**src/rtl/mem_access_ctrl.sv**
```systemverilog
// Memory-side access controller: turns single-word read/write commands into a
// held-strobe RAM handshake with wait timeout, and returns read data to the MDR.
module mem_access_ctrl #(
    parameter int ADDR_W  = 9,
    parameter int DATA_W  = 32,
    parameter int TIMEOUT = 15
) (
    input  logic              clk,
    input  logic              clr,
    input  logic              rd_req,
    input  logic              wr_req,
    input  logic [ADDR_W-1:0] addr_in,
    input  logic [DATA_W-1:0] wdata_in,
    output logic              busy,
    output logic              done,
    output logic              err,
    output logic [ADDR_W-1:0] mem_addr,
    output logic [DATA_W-1:0] mem_wdata,
    output logic              mem_rd,
    output logic              mem_wr,
    input  logic              mem_ready,
    input  logic [DATA_W-1:0] mem_rdata,
    output logic [DATA_W-1:0] mdr_data,
    output logic              mdr_load
);

    localparam int CNT_W = $clog2(TIMEOUT + 1);
    localparam logic [CNT_W-1:0] CNT_ONE  = CNT_W'(1);
    // Last wait cycle before the counter would hit TIMEOUT.
    localparam logic [CNT_W-1:0] CNT_LAST = CNT_W'(TIMEOUT - 1);

    typedef enum logic [2:0] {
        S_IDLE    = 3'd0,
        S_RD_WAIT = 3'd1,
        S_WR_WAIT = 3'd2,
        S_DONE    = 3'd3,
        S_ERROR   = 3'd4
    } state_t;

    state_t            state_q, state_d;
    logic [CNT_W-1:0]  cnt_q, cnt_d;
    logic [ADDR_W-1:0] mem_addr_q, mem_addr_d;
    logic [DATA_W-1:0] mem_wdata_q, mem_wdata_d;
    logic [DATA_W-1:0] mdr_data_q, mdr_data_d;
    logic              mem_rd_q, mem_rd_d;
    logic              mem_wr_q, mem_wr_d;
    logic              busy_q, busy_d;
    logic              done_q, done_d;
    logic              err_q, err_d;
    logic              mdr_load_q, mdr_load_d;

    // Next-state and next-output logic; pulses are computed on entry to DONE/ERROR.
    always_comb begin
        state_d     = state_q;
        cnt_d       = cnt_q;
        mem_addr_d  = mem_addr_q;
        mem_wdata_d = mem_wdata_q;
        mdr_data_d  = mdr_data_q;
        mem_rd_d    = mem_rd_q;
        mem_wr_d    = mem_wr_q;
        done_d      = 1'b0;
        err_d       = 1'b0;
        mdr_load_d  = 1'b0;
        case (state_q)
            S_IDLE: begin
                if (rd_req && !wr_req) begin
                    state_d    = S_RD_WAIT;
                    mem_addr_d = addr_in;
                    mem_rd_d   = 1'b1;
                    cnt_d      = '0;
                end else if (wr_req && !rd_req) begin
                    state_d     = S_WR_WAIT;
                    mem_addr_d  = addr_in;
                    mem_wdata_d = wdata_in;
                    mem_wr_d    = 1'b1;
                    cnt_d       = '0;
                end else if (rd_req && wr_req) begin
                    state_d = S_ERROR;
                    err_d   = 1'b1;
                end else begin
                    state_d = S_IDLE;
                end
            end
            S_RD_WAIT, S_WR_WAIT: begin
                if (mem_ready) begin
                    state_d  = S_DONE;
                    mem_rd_d = 1'b0;
                    mem_wr_d = 1'b0;
                    done_d   = 1'b1;
                    if (state_q == S_RD_WAIT) begin
                        mdr_data_d = mem_rdata;
                        mdr_load_d = 1'b1;
                    end else begin
                        mdr_load_d = 1'b0;
                    end
                end else if (cnt_q == CNT_LAST) begin
                    state_d  = S_ERROR;
                    cnt_d    = cnt_q + CNT_ONE;
                    mem_rd_d = 1'b0;
                    mem_wr_d = 1'b0;
                    err_d    = 1'b1;
                end else begin
                    cnt_d = cnt_q + CNT_ONE;
                end
            end
            S_DONE, S_ERROR: begin
                state_d = S_IDLE;
            end
            default: begin
                state_d  = S_IDLE;
                mem_rd_d = 1'b0;
                mem_wr_d = 1'b0;
            end
        endcase
        busy_d = (state_d != S_IDLE);
    end

    // State and registered-output flops; clr abandons any access silently.
    always_ff @(posedge clk or negedge clr) begin
        if (!clr) begin
            state_q     <= S_IDLE;
            cnt_q       <= '0;
            mem_addr_q  <= '0;
            mem_wdata_q <= '0;
            mdr_data_q  <= '0;
            mem_rd_q    <= 1'b0;
            mem_wr_q    <= 1'b0;
            busy_q      <= 1'b0;
            done_q      <= 1'b0;
            err_q       <= 1'b0;
            mdr_load_q  <= 1'b0;
        end else begin
            state_q     <= state_d;
            cnt_q       <= cnt_d;
            mem_addr_q  <= mem_addr_d;
            mem_wdata_q <= mem_wdata_d;
            mdr_data_q  <= mdr_data_d;
            mem_rd_q    <= mem_rd_d;
            mem_wr_q    <= mem_wr_d;
            busy_q      <= busy_d;
            done_q      <= done_d;
            err_q       <= err_d;
            mdr_load_q  <= mdr_load_d;
        end
    end

    assign busy      = busy_q;
    assign done      = done_q;
    assign err       = err_q;
    assign mem_addr  = mem_addr_q;
    assign mem_wdata = mem_wdata_q;
    assign mem_rd    = mem_rd_q;
    assign mem_wr    = mem_wr_q;
    assign mdr_data  = mdr_data_q;
    assign mdr_load  = mdr_load_q;

endmodule
```
**config.mk**
```make
export PLATFORM = sky130hd
export DESIGN_NAME = mem_access_ctrl
export DESIGN_NICKNAME = d
export VERILOG_FILES = /design/src/rtl/mem_access_ctrl.sv
export SDC_FILE = /design/constraint.sdc
export NUM_CORES = 1
export LEC_CHECK = 0
export BUFFER_PORTS_ARGS = -buffer_cell sky130_fd_sc_hd__clkbuf_2
export CAP_MARGIN = 10
export CORE_UTILIZATION = 30
export DETAILED_ROUTE_END_ITERATION = 12
export PLACE_DENSITY = 0.62
export RECOVER_POWER = 25
export REMOVE_ABC_BUFFERS = 1
export SYNTH_ARGS = -nofsm -noshare
export SYNTH_HDL_FRONTEND = slang
export SYNTH_SLANG_ARGS = --single-unit
```
**constraint.sdc**
```tcl
create_clock -name clk -period 3.4 [get_ports clk]
set_clock_uncertainty 0.1 [all_clocks]
set_input_delay 0.68 -clock clk [delete_from_list [all_inputs] [get_ports clk]]
set_output_delay 0.68 -clock clk [all_outputs]
set_load 0.005 [all_outputs]
```
Word level (Yosys, flattened, before mapping)
Index checks and enable logic that the tools add are counted.

Mux-type cells: 30. Bitwise logic cells: 2. Reduce and logical (&&, ||, !) cells: 17. Add/sub/neg operators: 1. Equal/unequal tests: 11.

Operators by type and width (count): $mux W9 (2); $mux W1 (15); $mux W3 (5); $mux W4 (3); $reduce_and A3 Y1 (4); $ne A2 B2 Y1 const B (4); $pmux W4 S2 (1); $eq A3 B2 Y1 const B (2); $ne A3 B3 Y1 const B (2); $pmux W1 S3 (2); $pmux W3 S2 (1); $add A4 B1 Y4 const B (1); $eq A4 B4 Y1 const B (1); $reduce_and A4 Y1 (1); $reduce_bool A2 Y1 (2); $reduce_or A2 Y1 (2); $eq A3 B1 Y1 const B (1); $eq A3 B3 Y1 const B (1); $logic_and A1 B1 Y1 (3); $logic_not A3 Y1 (1); $reduce_bool A3 Y1 (1); $logic_not A1 Y1 (2); $not A1 Y1 (2); $pmux W1 S2 (1); $reduce_and A2 Y1 (1).

Register bits: 86. Word-level logic and storage cells: 72. Output and inout bits: 79.

Longest topological paths before layout
Depth in word-level cells: 6. Gate-level depth with buffers: 5.

Least setup slack after synthesis
Ideal clock, no wire load.

Path kind: input -> register. Start: input wr_req. End: register mem_wdata_q[10] (netlist: mem_wdata[10]). Data arrival time: 1.649 ns. Buffers on the path: 1. Data required time: 3.172 ns. Path slack: 1.524 ns. Setup time: 0.128 ns. Stages: 5. Cell sequence: inv_1 ha_1 nand3b_2 buf_2 mux2_1.

Longest elaborated chain between the ends: 4.

RTL lines: start, declared (RTL line 11) `input logic wr_req,`; $logic_not A1 Y1 (RTL line 66) `if (rd_req && !wr_req) begin`; $logic_and A1 B1 Y1 (RTL line 66); $not A1 Y1 (no source line); $reduce_and A3 Y1 (no source line) (*); end signal, assigned (RTL line 136) `mem_wdata_q <= mem_wdata_d;`; end, declared (RTL line 43) `logic [DATA_W-1:0] mem_wdata_q, mem_wdata_d;`.

Every way passes the cells marked *; elsewhere a longest branch is shown, timed or not. A chain may end at the register's enable or synchronous reset.

Worst setup path after layout
Start: input wr_req. End: register mem_wdata_q[4] (netlist: mem_wdata[4]).

The elaborated chain is that of the path after synthesis.

==> impl_metrics.yaml <==
outcome:
  status: "finished clean"
timing:
  max_slew_margin: 0.1421
  clock.fmax_mhz: 431.4
  setup_viol: 0
  slew_violations: 0
  min_period_ns: 2.318
  hold_viol: 0
  tns_ns: 0
  fin_crit_sh: 0.6818
  worst_pin_slew_ns: 1.287
  rsz0062_at_grt: "no"
synth:
  synth_cells: 220
  synth_simple_gate_area_frac: 0.03898
  synth_fa_ha_area_frac: 0.02165
  yosysWarnings: 0
  ys_ff_latch: 86
  syn_avg_cell_area_um2: 15.76
  synth_xor_area_frac: 0.004691
  netlist_area_mm2: 0.003467
  synth.distinct_cells: 34
  synth_compound_area_frac: 0.04006
  synth_top_family_by_area: "multiplexers"
  yosysSeqAreaShare: 0.6207
  synthMuxAreaShare: 0.2400
cts:
  cts_hold_buf: 0
  ctsHtreeMaxLevel: 3
  clkSlewWorstSetupHoldPaths_ns: 0.06
  clock_latency_ns: 0.33
  cts.sinks: 86
  numCtsBuffers: 9
  cts_tree: "built"
  postCtsSetupBuffers: 0
  cts_buffer_depth: 2
  cts_resized: 0
  ctsRootBufferMaster: "clkbuf_16"
global_route:
  track_usage: 0.1195
  grt_first_pass_wirelength_um: 10780
  globalRouteOverflowTotal: 0
  grt_pass1_vias: 2294
  grt_max_degree: 87
  grt_antenna_before_repair: 0
min_path:
  worstHoldPathCells: 1
  hold_path_class: "flip-flop to flip-flop"
  worstHoldStart: "mem_addr[1]"
  hold_end: "mem_addr[1]"
worst_setup_path:
  crit_arrival_ns: 2.43
  r2r_cells: 3
  critical_path_class: "input pin to flip-flop"
  rr_endpoint: "mem_wdata[4]"
  startpoint_type: "input pin"
  cp.required_ns: 3.51
  worst-path-stages: 5
  path_cells: "clkbuf_2, inv_1, ha_1, nand3b_2, mux2_1"
  startpoint: "wr_req"
  crit-reg2reg-launch: "state_q[1]"
  critPathCaptureType: "flip-flop"
  critical_path.max_stage_delay_ns: 0.78
  r2r_slack_ns: 1.16
  crit_fanout: 33
  slowest_stage: "nand3b_2"
  path_buf_inv: 2
  crit_family: "simple AND/OR/NAND/NOR gates"
layout:
  fill_cells: 1086
  insertedDiodeCount: 0
  fin_util: 0.4201
  nets: 461
  drive_above_1_share: 0.5576
  final_area_mm2: 0.004634
  seq_area_mm2: 0.002152
  area_growth_pct: 33.67
  multi_input_area_mm2: 0.001197
placement:
  place_area_mm2: 0.004334
  place_congestion: 0.7264
  dp_hpwl_um: 5080
  portBuffers: 156
pwr:
  leakage_nw: 2.294
  p_per_area_mw_per_mm2: 874.0
  peakVddDrop_v: 0.0005008
detailed_routing:
  drtPass1Iterations: 2
  drt_first_iter_violations: 64
  wl_um: 6938
  wire_per_inst_um: 13.29
  viasPerCell: 4.511
  ant_nets: 0
  drc_errors: 0
  num_vias: 2355
die:
  core_area_mm2: 0.01103
  placementRows: 38
  initial_core_util: 0.3143
  die_w_um: 109.5
  die_h_um: 109.5
  die-area_mm2: 0.01199
  ios: 157
run:
  maxCapViolations: 0
[worst max path at each step]
stage	slack [ns]	endpoint
after global routing	0.89	mem_wdata[4]
after detailed placement	0.69	mem_wdata[12]
final	1.08	mem_wdata[4]
after floorplan	1.17	mem_wdata[10]
after global placement	0.76	mem_wdata[19]
after CTS	1.06	mem_wdata[4]
[registers in the layout, summed over array words and instances, names as in the netlist]
register   cells
mem_rd         1
mem_addr       9
mdr_load       1
done           1
busy           1
mem_wdata     32
state_q        3
mdr_data      32
err            1
mem_wr         1
cnt_q          4
[placed cells by master (no fill, tap or decap), types with 2 or more instances in the layout]
master      netlist  routed
o211ai_1          2       2
a41oi_1           2       2
or2_1             2       2
mux2_1           43      43
clkinvlp_4        0       2
nand3_1           2       2
clkbuf_16         0       9
a21oi_2           2       2
inv_1             5       5
clkinv_4          0       3
mux2_2           30      30
o31ai_1           2       2
o32ai_1           2       2
dfrtp_1          86      86
clkbuf_2          0     155
ha_1              6       6
or4_4             2       2
clkinv_2          0       2
nand2_1           3       3
o21ai_0           3       3
[power breakdown]
group / switching, mW / internal (mW)
logic: 0.569 / 0.776
registers: 0.287 / 1.53
clock network: 0.399 / 0.495
total: 1.25 / 2.80
[kinds of logic after synthesis]
kind of cell    count (synthesis)
flops                          86
simple gates                   18
buf+inv                        17
compound gates                 18
fa+ha+maj                       6
xor+xnor                        1
mux                            74
[per-layer routing]
layer | global-route usage | wire length [um] | up-vias
met5 | 0 | 0 | -
met4 | 0.05429 | 115 | 0
met3 | 0.03912 | 469 | 10
met2 | 0.2017 | 3568 | 76
met1 | 0.1375 | 2785 | 1177
li1 | - | - | 1092
[area by class of cell]
class	instances	area share
sequential	86	0.4644
multi-input combinational	117	0.2584
timing repair buffer	158	0.1758
clock buffer	9	0.04860
tap	140	0.03780
clock inverter	7	0.01107
inverter	5	0.004050
[stage by stage]
step / power (mW) / setup WS (ns) / cells / hold slack (ns)
floorplan: 2.501 / 1.170 / 208 / 0.2844
CTS: 4.139 / 1.056 / 521 / 0.3897
global route: 4.373 / 0.8859 / 522 / 0.4006
global placement: 3.161 / 0.7608 / 505 / 0.3687
detailed placement: 3.223 / 0.6917 / 505 / 0.3748
finish: 4.051 / 1.082 / 522 / 0.3847
[cells in the mapped netlist (all sizes together)]
cell type	count	area share
dfrtp	86	0.62
mux2	73	0.24
buf	12	0.029
ha	6	0.022
inv	5	0.0054
a21oi	3	0.0065
nand2	3	0.0032
o21ai	3	0.0043
a41oi	2	0.0051
nand3	2	0.0029
nor2	2	0.0043
nor3	2	0.0043
o211ai	2	0.0043
o221a	2	0.0065
o31ai	2	0.0043
o32ai	2	0.0051
or2	2	0.0036
or3	2	0.0051
or4	2	0.0065
a31oi	1	0.0018
and4bb	1	0.0036
mux2i	1	0.0029
nand3b	1	0.0032
nor3b	1	0.0022
o21bai	1	0.0022
xnor2	1	0.0047
(Power assumes the default switching activity.)
